--- src/rtl/stopwatch_dp.sv ---
// rtl/stopwatch_dp.sv - stopwatch timekeeping datapath with run/stop/clear control
// Prescaler derives the count tick; msec/sec/min/hour form a single-edge carry cascade.
module stopwatch_dp #(
  parameter int CLK_FREQ = 100_000_000,
  parameter int TICK_HZ  = 100
) (
  input  logic       clk,
  input  logic       reset,
  input  logic       btn_run_stop,
  input  logic       btn_clear,
  output logic [6:0] msec,
  output logic [5:0] sec,
  output logic [5:0] min,
  output logic [4:0] hour,
  output logic       running,
  output logic       tick
);

  localparam int DIV = CLK_FREQ / TICK_HZ;
  localparam int PW  = $clog2(DIV);
  localparam logic [PW-1:0] PRESC_MAX = PW'(DIV - 1);

  typedef enum logic [1:0] {
    S_STOP  = 2'd0,
    S_RUN   = 2'd1,
    S_CLEAR = 2'd2
  } state_t;

  state_t          r_state;
  state_t          w_state_next;
  logic [PW-1:0]   r_presc;
  logic [6:0]      r_msec;
  logic [5:0]      r_sec;
  logic [5:0]      r_min;
  logic [4:0]      r_hour;
  logic            r_running;
  logic            r_tick;
  logic            w_adv;

  // Clear wins over run/stop when both arrive while stopped.
  always_comb begin
    w_state_next = r_state;
    case (r_state)
      S_STOP: begin
        if (btn_clear)
          w_state_next = S_CLEAR;
        else if (btn_run_stop)
          w_state_next = S_RUN;
      end
      S_RUN: begin
        if (btn_run_stop)
          w_state_next = S_STOP;
      end
      S_CLEAR: w_state_next = S_STOP;
      default: w_state_next = S_STOP;
    endcase
  end

  assign w_adv = (r_state == S_RUN) && (r_presc == PRESC_MAX);

  always_ff @(posedge clk or negedge reset) begin
    if (!reset) begin
      r_state   <= S_STOP;
      r_presc   <= '0;
      r_msec    <= '0;
      r_sec     <= '0;
      r_min     <= '0;
      r_hour    <= '0;
      r_running <= 1'b0;
      r_tick    <= 1'b0;
    end else begin
      r_state   <= w_state_next;
      r_running <= (w_state_next == S_RUN);
      r_tick    <= w_adv;
      if (r_state == S_CLEAR) begin
        r_presc <= '0;
        r_msec  <= '0;
        r_sec   <= '0;
        r_min   <= '0;
        r_hour  <= '0;
      end else if (r_state == S_RUN) begin
        // The stopping edge still counts, so a restart resumes the partial period.
        if (w_adv) begin
          r_presc <= '0;
          if (r_msec == 7'd99) begin
            r_msec <= '0;
            if (r_sec == 6'd59) begin
              r_sec <= '0;
              if (r_min == 6'd59) begin
                r_min  <= '0;
                r_hour <= (r_hour == 5'd23) ? 5'd0 : r_hour + 5'd1;
              end else begin
                r_min <= r_min + 6'd1;
              end
            end else begin
              r_sec <= r_sec + 6'd1;
            end
          end else begin
            r_msec <= r_msec + 7'd1;
          end
        end else begin
          r_presc <= r_presc + 1'b1;
        end
      end
    end
  end

  assign msec    = r_msec;
  assign sec     = r_sec;
  assign min     = r_min;
  assign hour    = r_hour;
  assign running = r_running;
  assign tick    = r_tick;

endmodule

--- config.mk ---
export PLATFORM = sky130hd
export DESIGN_NAME = stopwatch_dp
export DESIGN_NICKNAME = d
export VERILOG_FILES = /design/src/rtl/stopwatch_dp.sv
export SDC_FILE = /design/constraint.sdc
export NUM_CORES = 1
export LEC_CHECK = 0
export ABC_AREA = 1
export CORE_MARGIN = 2
export CORE_UTILIZATION = 35
export CTS_CLUSTER_SIZE = 24
export DETAILED_ROUTE_END_ITERATION = 10
export DONT_BUFFER_PORTS = 1
export GPL_ROUTABILITY_DRIVEN = 0
export GPL_TIMING_DRIVEN = 1
export PLACE_DENSITY = 0.57
export SYNTH_ARGS = -nofsm -noshare
export SYNTH_HDL_FRONTEND = slang
export SYNTH_SLANG_ARGS = --single-unit
--- constraint.sdc ---
create_clock -name clk -period 3.2 [get_ports clk]
set_clock_uncertainty 0.2 [all_clocks]
set_input_delay 0.64 -clock clk [delete_from_list [all_inputs] [get_ports clk]]
set_output_delay 0.64 -clock clk [all_outputs]
set_load 0.03 [all_outputs]
Word-level counts from Yosys, hierarchy flattened
Index checks and enable logic that the tools add are counted.
Widths: inputs -> output; s select.
{ "word_totals": {"reg_bits": 48, "input_bits": 4, "output_inout_bits": 26, "wordCells": 61} }
{ "classes": {"n_addsub": 5, "eq_ne": 8, "mux": 29, "n_reduce_logical": 11} }
{ "op_table": {"columns": ["cell", "n"], "rows": [
  ["$mux 6", 11],
  ["$mux 20", 3],
  ["$mux 5", 7],
  ["$mux 7", 4],
  ["$add 20x1->20 const B", 1],
  ["$eq 20x20->1 const B", 1],
  ["$add 6x1->6 const B", 2],
  ["$eq 6x6->1 const B", 2],
  ["$reduce_bool 2->1", 5],
  ["$add 7x1->7 const B", 1],
  ["$eq 7x7->1 const B", 1],
  ["$mux 2", 3],
  ["$add 5x1->5 const B", 1],
  ["$eq 5x5->1 const B", 1],
  ["$reduce_and 5->1", 1],
  ["$eq 2x1->1 const B", 2],
  ["$pmux 2 s2", 1],
  ["$reduce_and 4->1", 1],
  ["$reduce_and 3->1", 1],
  ["$eq 2x2->1 const B", 1],
  ["$logic_not 2->1", 1],
  ["$reduce_and 2->1", 1],
  ["$logic_and 1x1->1", 1]
]} }

Longest topological paths before layout
Gate-level depths: netlist of the first run.
{ "logic_depth": {"word_depth": 8, "mapped_depth": 12, "depth_no_buf": 11} }

Worst setup path before layout of the first run
Ideal clock, no wire load.
{ "synth_path": {"path_type": "register to register", "start": "reg r_sec[0], in the netlist sec[0]", "end": "reg r_min[0], in the netlist min[0]", "setup_time_ns": 0.119, "arrival_time_ns": 1.585, "required_ns": 2.881, "slack_ns": 1.296, "path_stages_with_launch": 10, "cell_sequence": "dfrtp_1 > ha_1 > nand3_1 > nor2_2 > nor2_4 > a21oi_1 > nand3_2 > buf_6 > nand2_1 > o21ai_2"} }
{ "synth_between": {"elab_chain_cells": 3} }
{ "synth_lines": {"columns": ["element", "line_no", "rtl"], "rows": [
  ["start: declaration", "33", "logic [5:0] r_sec;"],
  ["start signal: assignment", "96", "r_sec <= r_sec + 6'd1;"],
  ["$eq 6x6->1", "87", "if (r_sec == 6'd59) begin"],
  ["$reduce_bool 2->1 (no line)", null, null],
  ["$reduce_and 4->1 (no line)", null, null],
  ["end signal: assignment", "93", "r_min <= r_min + 6'd1;"],
  ["end: declaration", "34", "logic [5:0] r_min;"]
]} }
Every way passes these cells.
A chain may end at the register's enable or synchronous reset.

Worst setup path after layout of the first run
{ "layout_path": {"start": "reg r_state[0]", "end": "reg r_min[1], in the netlist min[1]"} }
{ "layout_between": {"elab_chain_cells": 4, "elab_cells_between_ends": 9, "cone_classes": "eq/ne (2); mux (1); reduce/logical (6)"} }
{ "layout_lines": {"columns": ["element", "line_no", "rtl"], "rows": [
  ["start: declaration", "29", "state_t r_state;"],
  ["start signal: assignment", "72", "r_state <= w_state_next;"],
  ["$eq 2x1->1", "59, 81", null],
  ["$logic_and 1x1->1", "59", "assign w_adv = (r_state == S_RUN) && (r_presc == PRESC_MAX);"],
  ["$reduce_bool 2->1 (no line)", null, null],
  ["$reduce_and 4->1 (no line)", null, null]
]} }
Parallel ways exist; a longest one is shown, timed or not.

==> Implementation_results.wiki, run 1 <==
{| class="wikitable"
! Metric !! Value
|-
| DIE HEIGHT || 94.5 µm
|-
| Worst setup SP type || register
|-
| Commonest cells after routing, fill and taps aside || 94 x nand2_1, 48 x dfrtp_1, 46 x nor2_1, 34 x inv_1, 24 x nand3_1
|-
| Synth Net Count || roughly 380
|-
| Clock tree from TritonCTS || built
|-
| Clock root buffer master || clkbuf_8
|-
| Arrival time worst endpoint || 2270 ps
|-
| Most frequent standard cell in the layout excluding fill and tap cells || nand2_1
|-
| RSZ-0062 raised after global routing || no
|-
| Clock period minus final worst setup slack || 2270 ps
|-
| Slowest stage cell on the critical path || dfrtp_1
|-
| Quantity of I/O buffers inserted on ports || 0
|-
| Proportion of power drawn by the clock network || 20.0%
|-
| Total overflow reported by the global router || 0
|-
| Total net switching power || approximately 850 µW
|-
| Biggest fanout along the worst timing path || 13
|-
| Die footprint || 0.00892 mm²
|-
| Vias post-DR || 2,277
|-
| Synthesis-to-finish area growth || 6.42%
|-
| Per-cell routed wire length || 12.5 µm
|-
| Buffers from clock root to sink, at most || 2
|-
| Comb pwr share || 31.9%
|-
| First-iteration detailed-routing DRC count || 114
|-
| Synthesized area divided by synthesized cell count || between 7 and 8 µm²
|-
| Vias in the first global route || around 2,100
|-
| Cell with the most instances on the worst path || inv_1
|-
| Outcome || finished clean
|-
| Number of antenna violations at the first check in global routing || 0
|-
| Antenna diodes || 0
|-
| Cell breakdown of the critical path || inv_1, ha_1, inv_1, a21oi_1, nand3_2, nand2_1, o21ai_2
|-
| Static leakage || 1.38 nW
|-
| Actual slew at the worst max-slew pin || 503 ps
|-
| Setup_tns || 0 ps
|-
| Number of buffers inserted by post-CTS setup repair || 0
|-
| Final hold violations || 0
|-
| CP required || 3190 ps
|-
| Maximum level of the CTS H-tree || 2
|-
| Post-synthesis instance area || 0.00286 mm²
|-
| Starting density of the core || 36.5%
|-
| Post-DR vias/cell || 4.88
|-
| Global-route wire length before repair || 10,000 µm
|-
| Row count || 32
|-
| Type of the worst setup path || register to register
|-
| Number of warnings issued by yosys || 0
|-
| # clock sinks || 48
|-
| Hold slack final || 271 ps
|-
| Synth Register Bits || between 40 and 50
|-
| Skew-Pair Late Insertion Delay || 300 ps
|-
| I/O pin cnt || 30
|-
| Fraction of final layout cells sized beyond drive strength 1 || 11.8%
|-
| Routed WL || 5820 µm
|-
| Utilization of the core after routing || 38.8%
|-
| Type of the tightest min-delay check || primary input to register
|-
| # nets final || roughly 380
|-
| HPWL Detailed || 4160 µm
|-
| Core region area || approximately 0.008 mm²
|-
| Number of buffers created by CTS || 5
|-
| Residual DRC count || 0
|-
| Reg power frac || about half
|-
| Cell variety after synth || 37
|-
| Total count of max-transition violations in the final report || 0
|-
| Int Power || ~1.1 mW
|-
| Highest attainable clock frequency || approximately 440 MHz
|-
| Number of nets still failing antenna checks after routing || 0
|-
| Worst slew margin relative to its limit || 66.5%
|-
| Pwr Total || 1.91 mW
|-
| Portion of the post-synthesis area used by sequential elements || 41.9%
|-
| Sw frac || 44.5%
|-
| Total power per unit cell area || about 630 mW/mm²
|-
| Tcrit/Tclk final || 71.1%
|-
| Router iterations before antenna repair || 4
|-
| Horiz. Die Dim || ~94 µm
|-
| Kind of end point of the critical path || register
|-
| Cells after Synth || approximately 360
|-
| Setup-violating endpoint count in the final report || 0
|-
| Highest ir drop seen on vdd || 0.000368 V
|-
| Clock input transition at the sequential cells of the worst setup and hold paths || 90 ps
|-
| Total track usage || 14.0%
|-
| Pin count of the biggest net entering global routing || 49
|-
| Maxcap violations || 0
|-
| Largest stage delay on the critical path || between 400 and 500 ps
|}
-- power by group through the flow --
stage	sequential (mW)	combinational, mW	clock [mW]
3_5_place_dp	0.930	0.596	0
4_1_cts	0.919	0.618	0.399
5_1_grt	0.936	0.698	0.421
3_3_place_gp	0.930	0.596	0
2_1_floorplan	0.898	0.529	0
6_report	0.917	0.609	0.381
-- sequential cells by signal (all words and copies together) (netlist names) --
name	count
running	1
r_state	2
min	6
tick	1
msec	7
hour	5
r_presc	20
sec	6
-- metrics by stage --
stage | setup WS, ps | cells | area (µm²)
after detailed placement | 936 | 457 | 2920
final | 926 | 467 | 3050
after CTS | 896 | 467 | 3050
after floorplan | 1300 | 363 | 2860
after global routing | 670 | 467 | 3050
after global placement | 1010 | 457 | 2920
-- critical path: cells and delay by family, from the launching register on --
family | cells | cell delay (ps)
and+or+nand+nor | 2 | 440
buffers and inverters | 2 | 410
DFF | 1 | 410
adders and majority gates | 1 | 380
AOI/OAI and AO/OA | 2 | 320
-- layer usage --
metal | vias to the layer above | wire length, µm | global-route usage, %
met5 | - | 0 | 0
met4 | 0 | 77 | 3.99
met3 | 6 | 270 | 3.19
met2 | 42 | 2570 | 21.5
met1 | 1046 | 2910 | 19.8
li1 | 1183 | - | -
-- area by class of cell --
| type | count | area, µm² |
|---|---|---|
| fill | 831 | 4800 |
| inverter | 37 | 144 |
| clock buffer | 7 | 86.3 |
| multi-input combinational | 269 | 1440 |
| clock inverter | 1 | 7.51 |
| sequential | 48 | 1200 |
| timing repair buffer | 3 | 45.0 |
| tap | 102 | 128 |
-- synthesized netlist by cell type --
master    number  area, µm²
nor4_1         1       6.26
inv_1         34        128
nor2_4         2       22.5
and2_1         1       6.26
nand3_1       24        120
xnor2_1        3       26.3
o21ai_1        4       20.0
nor3_2         2       20.0
nor3b_2        1       12.5
nand2_1       94        353
a211oi_1       1       7.51
nand4_2        1       12.5
a21o_1         1       7.51
nand3_2        4       40.0
o21ai_0       10       50.1
inv_6          1       8.76
nand3b_1       1       7.51
o21bai_1       1       7.51
inv_2          2       7.51
buf_6          3       33.8
or2_2          3       18.8
nor3b_1        7       52.6
buf_2          2       10.0
a21oi_1        6       30.0
o31ai_1        1       7.51
nor2_1        46        173
nand4_1       11       68.8
dfrtp_1       48       1200
nand2_4        2       22.5
nor2_2         5       31.3
o21ai_2       11       96.3
xor2_1         7       61.3
ha_1           8        100
buf_12         1       20.0
buf_4          2       15.0
nor3_1        11       55.1
clkbuf_1       1       3.75
-- path summary, 6_finish.rpt --
check	start	endpoint	slack (ps)	cells past startpoint
max	r_state[0]$_DFF_PN0_	min[1]$_DFFE_PN0P_	930	7
min	btn_run_stop	r_state[1]$_DFF_PN0_	270	1
max reg2reg	r_state[0]$_DFF_PN0_	min[1]$_DFFE_PN0P_	930	7
min reg2reg	r_presc[1]$_DFFE_PN0P_	r_presc[1]$_DFFE_PN0P_	330	2
max in group asynchronous	reset	r_presc[2]$_DFFE_PN0P_	1930	2
min in group asynchronous	reset	r_presc[10]$_DFFE_PN0P_	660	2
-- kinds of logic (layout without fill, tap and decap cells) --
| group | Yosys count | after routing | synth area share (%) |
|---|---|---|---|
| adder cells (fa/ha/maj) | 8 | 8 | 3.50 |
| flip-flops | 48 | 48 | 41.9 |
| AO/OA/AOI/OAI | 35 | 35 | 7.91 |
| AND/OR/NAND/NOR | 216 | 216 | 35.7 |
| XOR/XNOR | 10 | 10 | 3.06 |
| buffers and inverters | 46 | 48 | 7.91 |
-- timing repair --
item / CTS / global route
hold endpoints to repair: 48 / 0
hold buffers: 2 / 0
gates resized for setup: 0 / 0
Note: power is estimated with default switching activity, not from simulation.
==> run 2, diff against run 1 <==
==> constraint.sdc (replaced) <==
create_clock -name clk -period 2.1 [get_ports clk]
set_clock_uncertainty 0.2 [all_clocks]
set_input_delay 0.42 -clock clk [delete_from_list [all_inputs] [get_ports clk]]
set_output_delay 0.42 -clock clk [all_outputs]
set_load 0.03 [all_outputs]
==> Implementation_results.wiki, run 2 (synthesized netlist as in run 1, its figures left out) <==
{| class="wikitable"
! Metric !! Value
|-
| Die footprint || slightly below 0.009 mm²
|-
| Antenna diodes || 0
|-
| # nets final || 401
|-
| Actual slew at the worst max-slew pin || 413 ps
|-
| Setup-violating endpoint count in the final report || 0
|-
| Worst setup SP type || register
|-
| Row count || 32
|-
| Synthesis-to-finish area growth || 15.3%
|-
| Quantity of I/O buffers inserted on ports || 0
|-
| Final hold violations || 0
|-
| Number of buffers created by CTS || 5
|-
| # fillers || 828
|-
| Global-route wire length before repair || approximately 11,000 µm
|-
| Worst slew margin relative to its limit || 72.5%
|-
| First-iteration detailed-routing DRC count || 130
|-
| Highest ir drop seen on vdd || 0.000483 V
|-
| Most frequent standard cell in the layout excluding fill and tap cells || nand2_1
|-
| Largest register FFs || 20
|-
| CP required || 2090 ps
|-
| Area used by multi-input combinational logic || 0.00149 mm²
|-
| Starting density of the core || 36.5%
|-
| Biggest fanout along the worst timing path || 18
|-
| Slowest stage cell on the critical path || dfrtp_1
|-
| RSZ-0062 raised after global routing || yes
|-
| Storage cell area || 0.00120 mm²
|-
| Core region area || 0.00785 mm²
|-
| Skew-Pair Late Insertion Delay || 310 ps
|-
| Utilization of the core after routing || between 40% and 50%
|-
| Maximum level of the CTS H-tree || 2
|-
| Register containing the most flip-flops in the final layout || r_presc
|-
| Number of antenna violations at the first check in global routing || 0
|-
| Vias post-DR || 2,436
|-
| Highest attainable clock frequency || 511 MHz
|-
| Type of the tightest min-delay check || primary input to register
|-
| Flop2flop setup slack || 140 ps
|-
| Maxcap violations || 0
|-
| Total power per unit cell area || 972 mW/mm²
|-
| Pin count of the biggest net entering global routing || 49
|-
| Per-cell routed wire length || 12.8 µm
|-
| Outcome || finished clean
|-
| # clock sinks || 48
|-
| Pwr Total || between 3 and 4 mW
|-
| Total overflow reported by the global router || 0
|-
| Total track usage || 15.2%
|-
| Buffers from clock root to sink, at most || 2
|-
| Number of nets still failing antenna checks after routing || 0
|-
| DIE HEIGHT || ~94 µm
|-
| Tcrit/Tclk final || 93.1%
|-
| Vias in the first global route || 2,278
|-
| I/O pin cnt || 30
|-
| HPWL Detailed || 4500 µm
|-
| Clock tree from TritonCTS || built
|-
| Arrival time worst endpoint || 1940 ps
|-
| Cell breakdown of the critical path || inv_1, ha_4, nand3_2, nor2_1, nand3_2, nand2_4, nand2_4, inv_8, o21ai_0
|-
| Static leakage || between 1.5 and 2 nW
|-
| Fraction of final layout cells sized beyond drive strength 1 || a little under a fifth
|-
| Commonest cells after routing, fill and taps aside || 94 x nand2_1, 48 x dfrtp_1, 45 x nor2_1, 34 x inv_1, 26 x buf_4
|-
| Clock input transition at the sequential cells of the worst setup and hold paths || 90 ps
|-
| Router iterations before antenna repair || 4
|-
| Clock root buffer master || clkbuf_8
|-
| Horiz. Die Dim || 94.5 µm
|-
| Kind of end point of the critical path || register
|-
| Type of the worst setup path || register to register
|-
| Largest stage delay on the critical path || roughly 400 ps
|-
| Post-DR vias/cell || 4.95
|-
| Clock period minus final worst setup slack || 1960 ps
|-
| Routed WL || 6290 µm
|-
| Residual DRC count || 0
|-
| Total count of max-transition violations in the final report || 0
|}
[run 2: layer usage]
metal  share of wire, %  up-vias  wire (µm)  track usage (%)
li1                   -     1226          -                -
met1                 48     1155       3030             20.6
met2                 45       47       2830             23.8
met3                5.3        8        332             4.15
met4                1.4        0         89             4.59
met5                  0        -          0                0
[run 2: worst paths after layout]
check	end	cells past startpoint	startpoint
max reg2reg	msec[4]$_DFFE_PN0P_	9	r_state[1]$_DFF_PN0_
min reg2reg	r_presc[1]$_DFFE_PN0P_	2	r_presc[1]$_DFFE_PN0P_
max	msec[4]$_DFFE_PN0P_	9	r_state[1]$_DFF_PN0_
max in group asynchronous	r_presc[11]$_DFFE_PN0P_	2	reset
min	r_state[1]$_DFF_PN0_	1	btn_run_stop
min in group asynchronous	min[4]$_DFFE_PN0P_	2	reset
[run 2: power by group]
| group | leakage (nW) | switching (mW) | internal (mW) | total (mW) |
|---|---|---|---|---|
| Combinational | 0.813 | 0.939 | 0.430 | 1.37 |
| Sequential | 0.657 | 0.105 | 1.06 | 1.16 |
| Clock | 0.0552 | 0.324 | 0.354 | 0.678 |
| Total | 1.53 | 1.37 | 1.84 | 3.21 |
[run 2: metrics by stage]
stage               setup slack [ps]  setup TNS [ps]  instances  cell area [µm²]  hold WS [ps]
finish                           144               0        492             3300          52.7
global route                   -43.3            -154        492             3300          83.3
CTS                             39.6               0        491             3240          47.1
detailed placement              56.8               0        481             3100         -73.2
global placement                76.8               0        481             3100         -73.2
floorplan                        196               0        363             2860         -75.6
[run 2: layout make-up]
| class | count | share of cell area, % |
|---|---|---|
| well taps | 102 | 3.86 |
| flip-flops and latches | 48 | 36.4 |
| multi-input cells | 269 | 45.0 |
| clock buffers | 6 | 2.20 |
| repair buffers | 28 | 7.05 |
| inverters | 37 | 4.43 |
| clock inverters | 2 | 1.06 |
[run 2: worst max-delay path: cells and delay by family, from the launching register on]
family          cells  cell delay, ps
simple gates        5             710
buf+inv             2             280
compound gates      1              90
flops               1             410
fa+ha+maj           1             160
[run 2: what timing repair did]
action                     CTS  global route
setup buffers                0             1
resized for setup            0            10
hold buffers                 2             0
setup endpoints to repair    0            34
hold endpoints to repair    48             0
==> run 3, diff against run 2 <==
--- a/config.mk
+++ b/config.mk
@@ -11,7 +11,6 @@
 export CTS_CLUSTER_SIZE = 24
 export DETAILED_ROUTE_END_ITERATION = 10
 export DONT_BUFFER_PORTS = 1
-export GPL_ROUTABILITY_DRIVEN = 0
 export GPL_TIMING_DRIVEN = 1
 export PLACE_DENSITY = 0.57
 export SYNTH_ARGS = -nofsm -noshare
==> results of run 3 <==
Final layout, timing and power as in run 2 (identical DEF).
